## config.mk

```make
export PLATFORM = sky130hd
export DESIGN_NAME = imm_ext_stage
export DESIGN_NICKNAME = d
export VERILOG_FILES = /design/src/rtl/imm_ext_pkg.sv /design/src/rtl/imm_decode.sv /design/src/rtl/imm_ext_stage.sv
export SDC_FILE = /design/constraint.sdc
export NUM_CORES = 1
export LEC_CHECK = 0
export ABC_AREA = 0
export CORE_MARGIN = 5
export CORE_UTILIZATION = 45
export DETAILED_ROUTE_END_ITERATION = 10
export PLACE_DENSITY = 0.78
export SYNTH_ARGS = -nofsm -noshare
export SYNTH_HDL_FRONTEND = slang
export SYNTH_SLANG_ARGS = --single-unit
```

## constraint.sdc

```tcl
create_clock -name clk -period 4.8 [get_ports clk]
set_input_delay 1.2 -clock clk [delete_from_list [all_inputs] [get_ports clk]]
set_output_delay 1.2 -clock clk [all_outputs]
set_load 0.05 [all_outputs]
```

## src/rtl/imm_ext_pkg.sv

```systemverilog
// imm_ext_pkg: shared types for the registered immediate-generation stage.
// Holds format-select encodings, handshake state encodings and XLEN limits.
package imm_ext_pkg;

    typedef enum logic [2:0] {
        IMM_I   = 3'b000,
        IMM_S   = 3'b001,
        IMM_B   = 3'b010,
        IMM_U   = 3'b011,
        IMM_J   = 3'b100,
        IMM_Z   = 3'b101,
        IMM_SH  = 3'b110,
        IMM_ILL = 3'b111
    } imm_src_e;

    typedef enum logic [1:0] {
        ST_EMPTY = 2'd0,
        ST_ONE   = 2'd1,
        ST_TWO   = 2'd2
    } imm_state_e;

    localparam int XLEN_32 = 32;
    localparam int XLEN_64 = 64;

    function automatic bit xlen_ok(int x);
        return (x == XLEN_32) || (x == XLEN_64);
    endfunction

endpackage

```

## src/rtl/imm_decode.sv

```systemverilog
// imm_decode: combinational immediate extraction and extension to XLEN.
// Ports: instr_i (32b word), imm_src_i (format) -> imm_ext_o, imm_err_o.
module imm_decode
    import imm_ext_pkg::*;
#(
    parameter int XLEN = 32
) (
    input  logic [31:0]     instr_i,
    input  logic [2:0]      imm_src_i,
    output logic [XLEN-1:0] imm_ext_o,
    output logic            imm_err_o
);

    typedef logic [XLEN-1:0] word_t;

    logic [5:0] shamt;
    logic       unused_opcode;

    // RV64 shifts carry a 6-bit amount; RV32 only 5.
    assign shamt = (XLEN == XLEN_64) ? instr_i[25:20]
                                     : {1'b0, instr_i[24:20]};

    assign unused_opcode = ^instr_i[6:0];

    // Size casts of signed operands sign-extend, unsigned ones zero-extend.
    always_comb begin
        imm_ext_o = '0;
        imm_err_o = 1'b0;
        unique case (imm_src_e'(imm_src_i))
            IMM_I: imm_ext_o = word_t'($signed(instr_i[31:20]));
            IMM_S: imm_ext_o = word_t'($signed({instr_i[31:25],
                                                instr_i[11:7]}));
            IMM_B: imm_ext_o = word_t'($signed({instr_i[31],
                                                instr_i[7],
                                                instr_i[30:25],
                                                instr_i[11:8],
                                                1'b0}));
            IMM_U: imm_ext_o = word_t'($signed({instr_i[31:12],
                                                12'b0}));
            IMM_J: imm_ext_o = word_t'($signed({instr_i[31],
                                                instr_i[19:12],
                                                instr_i[20],
                                                instr_i[30:21],
                                                1'b0}));
            IMM_Z:   imm_ext_o = word_t'(instr_i[19:15]);
            IMM_SH:  imm_ext_o = word_t'(shamt);
            IMM_ILL: imm_err_o = 1'b1;
        endcase
    end

endmodule

```

## src/rtl/imm_ext_stage.sv

```systemverilog
// imm_ext_stage: one-cycle registered immediate + PC-target stage with
// valid/ready handshake. IMM_EXT_SKID_EN adds a second skid entry so that
// in_ready no longer depends combinationally on out_ready.
// Ports: clk, reset (sync, high); in_valid/in_ready, instr, imm_src, pc;
//        out_valid/out_ready, imm_ext, target, imm_err.
module imm_ext_stage
    import imm_ext_pkg::*;
#(
    parameter int XLEN = 32
) (
    input  logic            clk,
    input  logic            reset,
    input  logic            in_valid,
    output logic            in_ready,
    input  logic [31:0]     instr,
    input  logic [2:0]      imm_src,
    input  logic [XLEN-1:0] pc,
    output logic            out_valid,
    input  logic            out_ready,
    output logic [XLEN-1:0] imm_ext,
    output logic [XLEN-1:0] target,
    output logic            imm_err
);

    if (!xlen_ok(XLEN)) begin : g_bad_xlen
        $error("imm_ext_stage: XLEN must be 32 or 64");
    end

    typedef struct packed {
        logic [XLEN-1:0] imm;
        logic [XLEN-1:0] tgt;
        logic            err;
    } res_t;

    logic [XLEN-1:0] dec_imm;
    logic            dec_err;
    res_t            new_res;
    res_t            out_q, out_d;
    imm_state_e      state_q, state_d;
    logic            accept;
    logic            consume;

    imm_decode #(
        .XLEN(XLEN)
    ) u_dec (
        .instr_i  (instr),
        .imm_src_i(imm_src),
        .imm_ext_o(dec_imm),
        .imm_err_o(dec_err)
    );

    // Illegal selects decode to zero, so the target falls back to pc.
    assign new_res.imm = dec_imm;
    assign new_res.tgt = pc + dec_imm;
    assign new_res.err = dec_err;

    assign out_valid = (state_q != ST_EMPTY);
    assign consume   = out_valid && out_ready;
    assign accept    = in_valid && in_ready;

`ifdef IMM_EXT_SKID_EN
    res_t skid_q, skid_d;

    // Only registered state and reset feed in_ready.
    assign in_ready = !reset && (state_q != ST_TWO);
`else
    assign in_ready = !reset && (!out_valid || out_ready);
`endif

    always_comb begin
        state_d = state_q;
        out_d   = out_q;
`ifdef IMM_EXT_SKID_EN
        skid_d  = skid_q;
`endif
        unique case (state_q)
            ST_EMPTY: begin
                if (accept) begin
                    out_d   = new_res;
                    state_d = ST_ONE;
                end
            end
            ST_ONE: begin
                if (accept && consume) begin
                    out_d = new_res;
`ifdef IMM_EXT_SKID_EN
                end else if (accept) begin
                    skid_d  = new_res;
                    state_d = ST_TWO;
`endif
                end else if (consume) begin
                    state_d = ST_EMPTY;
                end
            end
`ifdef IMM_EXT_SKID_EN
            ST_TWO: begin
                if (consume) begin
                    out_d   = skid_q;
                    state_d = ST_ONE;
                end
            end
`endif
            default: state_d = ST_EMPTY;
        endcase
    end

    always_ff @(posedge clk) begin
        if (reset) begin
            state_q <= ST_EMPTY;
            out_q   <= '0;
`ifdef IMM_EXT_SKID_EN
            skid_q  <= '0;
`endif
        end else begin
            state_q <= state_d;
            out_q   <= out_d;
`ifdef IMM_EXT_SKID_EN
            skid_q  <= skid_d;
`endif
        end
    end

    assign imm_ext = out_q.imm;
    assign target  = out_q.tgt;
    assign imm_err = out_q.err;

endmodule

```

==> metrics.txt <==
status=finished, final reports clean; Initial Utilization=46.59%; layout cell share with drive strength beyond 1=7.478%; CP required=5040 ps; Avg WL per Cell=17.70 µm; Die X=108.3 µm; H-tree depth=3; register area share after synthesis=30.41%; Crit Path Class=input port to flop; Final Hold Fails=0; number of global-route vias before repair=4661; die area=11720 µm²; I/O Pins=138; syn_nets=650; post-cts sizing count=0; max frequency=0.2266 GHz; FF+latch count, synth=66; Clock transition at path regs=70 ps; Global Route Usage Sum=24.90%; largest net degree at the start of global routing=55; Slew HR=25.53%; CTS max path bufs=2; Critical Path Sink Type=flop; Final GP Congestion=0.9124; Synth Area per Inst=7.944 µm²; Clock Tree Root=clkbuf_8; Post-synth top flop=dfxtp_1; nets=780; asr flop ratio synth=0%; initial antenna violation count=0; setup_tns=0 ps; CTS tree=yes; Congestion Overflow GR=0; Starting DRT DRC Count=208; Post-synth EDFFs=0; WHS=445.7 ps; P_leak=2.506 nW; RSZ-0062 raised after global routing=false; number of core rows=35; Tcrit/Tclk final=91.94%; clock sinks=66; DR pass1 iterations=5; maximum VDD drop=143.0 µV; Critical Path AT=4650 ps; hpwl dp=11250 µm; Post-Syn Instances=547; # setup viols final=0; worst-margin pin slew=1116 ps; clk_skew=6.930 ps; Min Clock Period, post-route=4413 ps; WL final=14350 µm; cell area after synthesis=4345 µm²; type of the worst min-delay path=flop to flop; Synth cell types=53; Util after Layout=64.59%; Hold Buf Count CTS=0; PD cells=316.0 nW/µm²; via/cell ratio=5.651; synth warn=0; Max Slew Vio Count=0; Area growth syn-to-layout=38.64%; number of diodes=0; Worst-Skew Late Latency=350 ps; first-pass GRT wire length=22980 µm; Worst Path Max Fanout=21; CTS Buf Count=9; CORE AREA=9328 µm²; Antenna Nets Post-Route=0; DRC errors left=0; vias post-DR=4583; Setup Fix Bufs, Post-CTS=0; Startpoint Class=input port; MaxCap Viol Count=0; # port buffers=130; die height=108.3 µm
## cells in the final DEF (no fill, tap or decap), types with 4 or more instances in the layout
cell,n
a22oi_1,6
dfxtp_1,66
clkbuf_8,10
clkdlybuf4s50_1,129
a21o_1,25
nor2b_1,15
buf_4,25
o22ai_1,5
o21ai_0,63
inv_1,11
ha_1,31
nor2_1,33
nand3_1,4
a21oi_1,45
xnor2_1,16
nor3_1,4
nand3b_1,21
xor2_1,12
o21ai_1,6
nand2b_1,13
nand4_1,6
nand2_1,58
a211o_1,5
a211oi_1,6
and3_1,6
o21bai_1,7
a22o_1,12
## registers in the layout, summed over array words and instances (netlist names)
name	count
target	32
imm_ext	32
state_q	1
imm_err	1
## final timing paths
| path | cells past startpoint | slack (ps) | end | startpoint |
|---|---|---|---|---|
| worst max-delay path | 14 | 390 | target[31]$_SDFFE_PP0P_ | imm_src[2] |
| worst min-delay path | 2 | 450 | target[26]$_SDFFE_PP0P_ | target[26]$_SDFFE_PP0P_ |
| worst max register to register | 8 | 2390 | imm_ext[21]$_SDFFE_PP0P_ | state_q[0]$_SDFFE_PP0P_ |
| worst min register to register | 2 | 450 | target[26]$_SDFFE_PP0P_ | target[26]$_SDFFE_PP0P_ |
## through the flow
stage	setup WS (ps)	cells	instance area (µm²)	power [mW]
floorplan	690.3	547	4345	1.188
global placement	162.0	795	5844	1.463
detailed placement	58.45	795	5844	1.477
CTS	406.9	811	6025	1.907
global route	53.11	811	6025	2.002
finish	387.1	811	6025	1.904
## per-layer routing
layer	wire [µm]	vias up	part of all wire, %	track usage, %
met5	0	-	0	0
met4	327	0	2.3	8.747
met3	1025	25	7.1	5.134
met2	6765	189	47	41.96
met1	6235	2132	43	31.54
li1	-	2237	-	-
## Yosys cell counts, types with 3 or more instances
cell,count,area (µm²)
o21ai_0,63,315.3
a22o_1,12,105.1
buf_2,4,20.02
dfxtp_1,66,1321
nor2_1,34,127.6
a211o_1,5,43.79
o21ai_1,6,30.03
o31ai_1,3,22.52
o21bai_1,7,52.55
nor2b_1,15,93.84
a22oi_1,6,45.04
o211ai_1,3,22.52
a31oi_1,3,18.77
nand2b_1,13,81.33
nor3_1,4,20.02
and3_1,6,37.54
inv_1,11,41.29
a211oi_1,6,45.04
nand3b_1,21,157.7
nand3_1,4,20.02
and2_1,3,18.77
clkbuf_1,29,108.9
xnor2_1,16,140.1
ha_1,31,387.9
a21o_1,25,187.7
o22ai_1,5,31.28
a21oi_1,45,225.2
nand2_1,58,217.7
xor2_1,12,105.1
nand4_1,6,37.54
## cell type report
class	count	area, µm²
fillers	830	3303
clock buffers	10	137.6
clock inverters	6	42.54
well taps	129	161.4
flip-flops and latches	66	1321
inverters	11	41.29
repair buffers	154	1479
multi-input cells	435	2841
## critical path, stage by stage
cell	delay, ps
clkdlybuf4s50_1	460
buf_4	220
nand2b_1	100
o22ai_1	540
a21o_1	270
ha_1	340
a211oi_2	220
o21bai_1	120
a211oi_1	260
o21bai_1	120
a41oi_2	190
o2111ai_1	150
and4bb_1	240
a211o_1	220
## power breakdown
group / total (mW) / internal, mW / switching [mW]
sequential: 0.636 / 0.605 / 0.0309
combinational: 0.838 / 0.329 / 0.509
clock: 0.430 / 0.201 / 0.229
total: 1.90 / 1.13 / 0.769
## logic make-up after synthesis
kind of cell	count (synthesis)	synth area share, %
compound gates	206	30.49
simple gates	168	19.58
flops	66	30.41
buf+inv	46	4.261
fa+ha+maj	32	9.387
xor+xnor	28	5.643
mux	1	0.2304
No activity file was read; power rests on OpenSTA's default activity.
